### src/rtl/hazard_scoreboard_if.sv
// hazard_scoreboard_if: D/E/M/W hazard signals between datapath (master) and hazard unit (slave)
interface hazard_scoreboard_if #(
    parameter int AW = 4,
    parameter int CW = 16
);
    logic [AW-1:0] RA1D;
    logic [AW-1:0] RA2D;
    logic [AW-1:0] WA3D;
    logic          RegWriteD;
    logic [1:0]    LatClassD;
    logic          PCSrcD;
    logic [AW-1:0] RA1E;
    logic [AW-1:0] RA2E;
    logic [AW-1:0] WA3M;
    logic [AW-1:0] WA3W;
    logic          RegWriteM;
    logic          RegWriteW;
    logic          BranchTakenE;
    logic [1:0]    ForwardAE;
    logic [1:0]    ForwardBE;
    logic          StallF;
    logic          StallD;
    logic          FlushD;
    logic          FlushE;
    logic [CW-1:0] StallCount;

    modport master (
        output RA1D, RA2D, WA3D, RegWriteD, LatClassD, PCSrcD,
        output RA1E, RA2E, WA3M, WA3W, RegWriteM, RegWriteW, BranchTakenE,
        input  ForwardAE, ForwardBE, StallF, StallD, FlushD, FlushE, StallCount
    );

    modport slave (
        input  RA1D, RA2D, WA3D, RegWriteD, LatClassD, PCSrcD,
        input  RA1E, RA2E, WA3M, WA3W, RegWriteM, RegWriteW, BranchTakenE,
        output ForwardAE, ForwardBE, StallF, StallD, FlushD, FlushE, StallCount
    );
endinterface

### src/rtl/hazard_scoreboard.sv
// hazard_scoreboard: forwarding, countdown register scoreboard and PC-write FSM for a 5-stage pipeline
module hazard_scoreboard #(
    parameter int NREGS   = 16,
    parameter int AW      = 4,
    parameter int LD_LAT  = 1,
    parameter int MUL_LAT = 3,
    parameter int PC_LAT  = 3,
    parameter int PC_REG  = 15,
    parameter int CW      = 16
) (
    input logic               clk,
    input logic               reset,
    hazard_scoreboard_if.slave hz
);
    localparam int MAXL = (LD_LAT > MUL_LAT) ? LD_LAT : MUL_LAT;
    localparam int SW   = (MAXL < 1) ? 1 : $clog2(MAXL + 1);
    localparam int PW   = (PC_LAT < 1) ? 1 : $clog2(PC_LAT + 1);
    localparam logic [AW-1:0] PCR = AW'(PC_REG);

    typedef enum logic {IDLE, PCW} state_t;

    state_t        state_q, state_d;
    logic [PW-1:0] pc_cnt_q, pc_cnt_d;
    logic [SW-1:0] cnt_q [NREGS];
    logic [SW-1:0] cnt_d [NREGS];
    logic [CW-1:0] stall_cnt_q, stall_cnt_d;
    logic [SW-1:0] lat_d;
    logic          raw_a, raw_b, waw, stall_d, pcw, issue, pc_go;

    // Producer latency of the D instruction and the resulting stall/issue decisions
    always_comb begin
        lat_d   = (hz.LatClassD == 2'd1) ? SW'(LD_LAT) : (hz.LatClassD == 2'd2) ? SW'(MUL_LAT) : '0;
        pcw     = state_q == PCW;
        raw_a   = hz.RA1D != PCR && cnt_q[hz.RA1D] != '0;
        raw_b   = hz.RA2D != PCR && cnt_q[hz.RA2D] != '0;
        waw     = hz.RegWriteD && hz.WA3D != PCR && cnt_q[hz.WA3D] > lat_d;
        stall_d = raw_a | raw_b | waw;
        issue   = hz.RegWriteD & ~stall_d & ~hz.BranchTakenE & ~pcw;
        pc_go   = hz.PCSrcD & ~stall_d & ~hz.BranchTakenE & ~pcw;
    end

    // E-stage forward selects: M beats W, the PC register is never forwarded
    always_comb begin
        hz.ForwardAE = (hz.RA1E == PCR) ? 2'b00 :
                       (hz.RegWriteM && hz.RA1E == hz.WA3M) ? 2'b10 :
                       (hz.RegWriteW && hz.RA1E == hz.WA3W) ? 2'b01 : 2'b00;
        hz.ForwardBE = (hz.RA2E == PCR) ? 2'b00 :
                       (hz.RegWriteM && hz.RA2E == hz.WA3M) ? 2'b10 :
                       (hz.RegWriteW && hz.RA2E == hz.WA3W) ? 2'b01 : 2'b00;
    end

    // Scoreboard countdown: an issue reload wins over the per-cycle decrement
    always_comb begin
        for (int r = 0; r < NREGS; r++) begin
            cnt_d[r] = (cnt_q[r] != '0) ? cnt_q[r] - SW'(1) : '0;
            if (issue && hz.WA3D == AW'(r) && r != PC_REG) cnt_d[r] = lat_d;
        end
    end

    // PC-write FSM: hold PCW for PC_LAT cycles after the writer leaves D
    always_comb begin
        state_d  = state_q;
        pc_cnt_d = pc_cnt_q;
        if (state_q == IDLE) begin
            state_d  = pc_go ? PCW : IDLE;
            pc_cnt_d = pc_go ? PW'(PC_LAT) : pc_cnt_q;
        end else begin
            pc_cnt_d = pc_cnt_q - PW'(1);
            state_d  = (pc_cnt_q == PW'(1)) ? IDLE : PCW;
        end
    end

    // Pipeline control outputs and the saturating stall counter
    always_comb begin
        hz.StallD   = stall_d;
        hz.StallF   = stall_d | (hz.PCSrcD & ~pcw) | (pcw & (pc_cnt_q > PW'(1)));
        hz.FlushD   = hz.BranchTakenE | (hz.PCSrcD & ~pcw & ~stall_d) | pcw;
        hz.FlushE   = stall_d | hz.BranchTakenE;
        hz.StallCount = stall_cnt_q;
        stall_cnt_d = (stall_d && stall_cnt_q != '1) ? stall_cnt_q + CW'(1) : stall_cnt_q;
    end

    // State registers; reset drops all pending producers and any PC write
    always_ff @(posedge clk) begin
        if (reset) begin
            state_q     <= IDLE;
            pc_cnt_q    <= '0;
            stall_cnt_q <= '0;
            for (int r = 0; r < NREGS; r++) cnt_q[r] <= '0;
        end else begin
            state_q     <= state_d;
            pc_cnt_q    <= pc_cnt_d;
            stall_cnt_q <= stall_cnt_d;
            for (int r = 0; r < NREGS; r++) cnt_q[r] <= cnt_d[r];
        end
    end
endmodule

### src/flat_wrapper.sv
// flat-port wrapper written by rule: the top's interface ports become plain ports
module hazard_scoreboard_flat 
#(
    parameter int NREGS   = 16,
    parameter int AW      = 4,
    parameter int LD_LAT  = 1,
    parameter int MUL_LAT = 3,
    parameter int PC_LAT  = 3,
    parameter int PC_REG  = 15,
    parameter int CW      = 16
)
  (clk, reset, hz_RA1D, hz_RA2D, hz_WA3D, hz_RegWriteD, hz_LatClassD, hz_PCSrcD, hz_RA1E, hz_RA2E, hz_WA3M, hz_WA3W, hz_RegWriteM, hz_RegWriteW, hz_BranchTakenE, hz_ForwardAE, hz_ForwardBE, hz_StallF, hz_StallD, hz_FlushD, hz_FlushE, hz_StallCount);
  hazard_scoreboard_if #(.AW(AW), .CW(CW)) hz_i ();
  input logic clk;
  input logic reset;
  input wire logic [$bits(hz_i.RA1D)-1:0] hz_RA1D;
  input wire logic [$bits(hz_i.RA2D)-1:0] hz_RA2D;
  input wire logic [$bits(hz_i.WA3D)-1:0] hz_WA3D;
  input wire logic [$bits(hz_i.RegWriteD)-1:0] hz_RegWriteD;
  input wire logic [$bits(hz_i.LatClassD)-1:0] hz_LatClassD;
  input wire logic [$bits(hz_i.PCSrcD)-1:0] hz_PCSrcD;
  input wire logic [$bits(hz_i.RA1E)-1:0] hz_RA1E;
  input wire logic [$bits(hz_i.RA2E)-1:0] hz_RA2E;
  input wire logic [$bits(hz_i.WA3M)-1:0] hz_WA3M;
  input wire logic [$bits(hz_i.WA3W)-1:0] hz_WA3W;
  input wire logic [$bits(hz_i.RegWriteM)-1:0] hz_RegWriteM;
  input wire logic [$bits(hz_i.RegWriteW)-1:0] hz_RegWriteW;
  input wire logic [$bits(hz_i.BranchTakenE)-1:0] hz_BranchTakenE;
  output wire logic [$bits(hz_i.ForwardAE)-1:0] hz_ForwardAE;
  output wire logic [$bits(hz_i.ForwardBE)-1:0] hz_ForwardBE;
  output wire logic [$bits(hz_i.StallF)-1:0] hz_StallF;
  output wire logic [$bits(hz_i.StallD)-1:0] hz_StallD;
  output wire logic [$bits(hz_i.FlushD)-1:0] hz_FlushD;
  output wire logic [$bits(hz_i.FlushE)-1:0] hz_FlushE;
  output wire logic [$bits(hz_i.StallCount)-1:0] hz_StallCount;
  assign hz_i.RA1D = hz_RA1D;
  assign hz_i.RA2D = hz_RA2D;
  assign hz_i.WA3D = hz_WA3D;
  assign hz_i.RegWriteD = hz_RegWriteD;
  assign hz_i.LatClassD = hz_LatClassD;
  assign hz_i.PCSrcD = hz_PCSrcD;
  assign hz_i.RA1E = hz_RA1E;
  assign hz_i.RA2E = hz_RA2E;
  assign hz_i.WA3M = hz_WA3M;
  assign hz_i.WA3W = hz_WA3W;
  assign hz_i.RegWriteM = hz_RegWriteM;
  assign hz_i.RegWriteW = hz_RegWriteW;
  assign hz_i.BranchTakenE = hz_BranchTakenE;
  assign hz_ForwardAE = hz_i.ForwardAE;
  assign hz_ForwardBE = hz_i.ForwardBE;
  assign hz_StallF = hz_i.StallF;
  assign hz_StallD = hz_i.StallD;
  assign hz_FlushD = hz_i.FlushD;
  assign hz_FlushE = hz_i.FlushE;
  assign hz_StallCount = hz_i.StallCount;
  hazard_scoreboard #(.NREGS(NREGS), .AW(AW), .LD_LAT(LD_LAT), .MUL_LAT(MUL_LAT), .PC_LAT(PC_LAT), .PC_REG(PC_REG), .CW(CW)) u_core (.clk(clk), .reset(reset), .hz(hz_i));
endmodule
### config.mk
export PLATFORM = sky130hd
export DESIGN_NAME = hazard_scoreboard_flat
export DESIGN_NICKNAME = d
export VERILOG_FILES = /design/src/rtl/hazard_scoreboard_if.sv /design/src/rtl/hazard_scoreboard.sv /design/src/flat_wrapper.sv
export SDC_FILE = /design/constraint.sdc
export NUM_CORES = 1
export LEC_CHECK = 0
export CAP_MARGIN = 10
export CORE_ASPECT_RATIO = 0.75
export CORE_MARGIN = 2
export CORE_UTILIZATION = 34
export CTS_CLUSTER_SIZE = 16
export DETAILED_ROUTE_END_ITERATION = 16
export GPL_ROUTABILITY_DRIVEN = 0
export GPL_TIMING_DRIVEN = 0
export PLACE_DENSITY_LB_ADDON = 0.1
export SETUP_SLACK_MARGIN = 0.15
export SYNTH_ARGS = -nofsm -noshare
export SYNTH_HDL_FRONTEND = slang
export SYNTH_SLANG_ARGS = --single-unit
### constraint.sdc
create_clock -name clk -period 4.1 [get_ports clk]
set_input_delay 0.41 -clock clk [delete_from_list [all_inputs] [get_ports clk]]
set_output_delay 0.41 -clock clk [all_outputs]
set_load 0.05 [all_outputs]
==> run metrics <==
distinct cell type count after synthesis 50; Remaining Overflow, GRT 0; Die W 117 µm; final core utilization 0.459; total number of vias 3036; syn nets 412; longest individual stage delay on the worst path 0.53 ns; Syn-to-layout area delta 29.1%; slowest cell on the critical path sky130_fd_sc_hd__mux4_2; first drt pass iteration count 4; maximum number of pins on one net before global-route repair 15; I/O pin cnt 61; share of synthesized flip-flops with an asynchronous set or reset 0; post-detailed-route DRC marker count 0; Die Ht 88.9 µm; GRT Total Usage 0.188; power density over cell area 288 nW/µm²; upper clock frequency limit 263 MHz; Inserted Diodes 0; final sum of negative setup slack 0 ns; final antenna-violating net count 0; critical path, cell by cell clkbuf_4, buf_8, mux4_2, mux4_2, ha_1, nor2b_1, o2111ai_2, o221a_1, and2_4, buf_6, inv_2, buf_6, o21ai_2, buf_6; setup slack, reg-to-reg 0.47 ns; final hold viol count 0; area of the die 10400 µm²; iteration-0 DRC count of the detailed router 211; Post-Syn Instances 369; source-to-sink clock delay at the later pin of the worst-skew pair 0.29 ns; post-synthesis cell area 3270 µm²; number of clock sinks 51; Setup crit end kind output pin; detailed-route wire length per cell 16.6 µm; core region area 9200 µm²; actual transition at the worst max-transition pin 0.936 ns; cell row count 30; Largest delay share family, worst path multiplexers; Total Routed Length 9.38 mm; Final Max Slew Viols 0; total power after layout 1220 µW; Clock Pin Slew Worst Setup and Hold Paths 0.06 ns; portion of the post-synthesis area used by sequential elements 0.313; worst slew margin relative to its limit 0.373; number of enable-type register cells in the synthesized netlist 0; syn avg cell area 8.85 µm²; fraction of layout cells with a size suffix above 1 0.160; clock tree root driver cell sky130_fd_sc_hd__clkbuf_16; clock tree from TritonCTS built; count of buffer and inverter cells on the critical path 6; Critical Path AT 3.39 ns; number of global-route vias before repair 2793; first-pass GRT wire length 14.9 mm; post-route minimum period 3.80 ns; Hold-fix buffers, CTS 0; path type of the worst min-delay path reg2reg; Clock H-tree levels 2; Layout Nets 480; most frequently used flop master after synthesis sky130_fd_sc_hd__dfxtp_1; number of storage elements in the synthesis netlist 51; HPWL reported at the end of detailed placement 7.20 mm; commonest non-fill, non-tap cell in the layout sky130_fd_sc_hd__clkdlybuf4s50_1; Yosys warning total 0; CP dominant cell by count sky130_fd_sc_hd__buf_6; critical path data required time 3.69 ns; ratio of routed vias to standard cells 5.37; number of buffers inserted during clock tree synthesis 5; status completed; Setup Skew 0.00336 ns; biggest fanout along the worst timing path 10; count of endpoints failing setup in the final report 0; Maximum Capacitance Violations 0; antenna violations before repair 0; commonest cells after routing, fill and taps aside sky130_fd_sc_hd__clkdlybuf4s50_1 (52), sky130_fd_sc_hd__dfxtp_1 (51), sky130_fd_sc_hd__nor2_1 (44); starting density of the core 0.355; share of the clock period used by the worst path after layout 0.926; static leakage 0.00148 µW; Worst VDD drop 139 µV; crit path launch type primary input; crit path kind in2out; setup repair after global routing missed its margin false; I/O Buffers 58; Max clock buf depth 2
[worst paths after layout]
path / from / to / cells past startpoint
setup / recovery: hz_WA3D[0] / hz_FlushD / 14
hold / removal: u_core.cnt_q[15][0]$_SDFF_PP0_ / u_core.cnt_q[15][0]$_SDFF_PP0_ / 1
setup reg to reg: u_core.cnt_q[12][1]$_SDFF_PP0_ / u_core.cnt_q[2][1]$_SDFF_PP0_ / 12
hold reg to reg: u_core.cnt_q[15][0]$_SDFF_PP0_ / u_core.cnt_q[15][0]$_SDFF_PP0_ / 1
[metal layers]
metal	wire, µm	vias to the layer above	track usage
li1	-	1484	-
met1	4790	1445	0.293
met2	3900	100	0.265
met3	625	7	0.0353
met4	72	0	0.0481
met5	0	-	0
[what timing repair did]
| action | 4_1_cts | 5_1_grt |
|---|---|---|
| buffers inserted | 3 | 0 |
| gates resized for setup | 38 | 5 |
| setup endpoints to repair | 53 | 6 |
| pin swaps | 1 | 1 |
[registers in the layout, indices dropped and copies added (netlist names)]
register              cells
u_core.pc_cnt_q           2
u_core.cnt_q             32
u_core.pcw                1
u_core.hz.StallCount     16
[cells by family (layout without fill, tap and decap cells)]
| logic type | after synthesis | after routing | synth area share |
|---|---|---|---|
| XOR/XNOR | 14 | 14 | 0.0375 |
| buffers and inverters | 33 | 101 | 0.0448 |
| flip-flops | 51 | 51 | 0.313 |
| AO/OA/AOI/OAI | 51 | 51 | 0.102 |
| AND/OR/NAND/NOR | 165 | 165 | 0.257 |
| multiplexers | 49 | 49 | 0.223 |
| adder cells (fa/ha/maj) | 6 | 6 | 0.0230 |
[stage by stage]
| stage | hold WS [ns] | setup WS [ns] | area (µm²) | instances |
|---|---|---|---|---|
| 2_1_floorplan | 0.417 | 0.153 | 3280 | 369 |
| 3_3_place_gp | 0.451 | -1.56 | 4020 | 555 |
| 3_5_place_dp | 0.464 | -1.55 | 4020 | 555 |
| 4_1_cts | 0.475 | 0.206 | 4210 | 565 |
| 5_1_grt | 0.498 | 0.166 | 4220 | 565 |
| 6_report | 0.475 | 0.304 | 4220 | 565 |
[layout make-up]
class	instances	area, µm²
timing repair buffer	61	588
fill	907	4980
multi-input combinational	285	2120
inverter	15	56.3
tap	128	160
clock inverter	1	30.0
sequential	51	1020
buffer	18	116
clock buffer	6	129
[synth_stat cells (6+ instances only)]
| cell | instances | share of area |
|---|---|---|
| sky130_fd_sc_hd__ha_1 | 6 | 0.023 |
| sky130_fd_sc_hd__nand2_1 | 28 | 0.032 |
| sky130_fd_sc_hd__nor3b_1 | 15 | 0.034 |
| sky130_fd_sc_hd__nor2_1 | 44 | 0.051 |
| sky130_fd_sc_hd__or3_1 | 8 | 0.015 |
| sky130_fd_sc_hd__inv_1 | 14 | 0.016 |
| sky130_fd_sc_hd__mux2_2 | 28 | 0.097 |
| sky130_fd_sc_hd__clkbuf_1 | 12 | 0.014 |
| sky130_fd_sc_hd__xor2_1 | 10 | 0.027 |
| sky130_fd_sc_hd__nor3_1 | 27 | 0.041 |
| sky130_fd_sc_hd__o21ai_0 | 13 | 0.020 |
| sky130_fd_sc_hd__mux4_2 | 13 | 0.090 |
| sky130_fd_sc_hd__a21oi_1 | 12 | 0.018 |
| sky130_fd_sc_hd__nand3_1 | 13 | 0.020 |
| sky130_fd_sc_hd__dfxtp_1 | 51 | 0.31 |
[power by group]
part           switching (µW)  total [µW]  internal [µW]
combinational             133         232           98.8
clock                     187         473            285
sequential               7.90         512            504
total                     328        1220            888
Power figures use the tool's default switching activity.
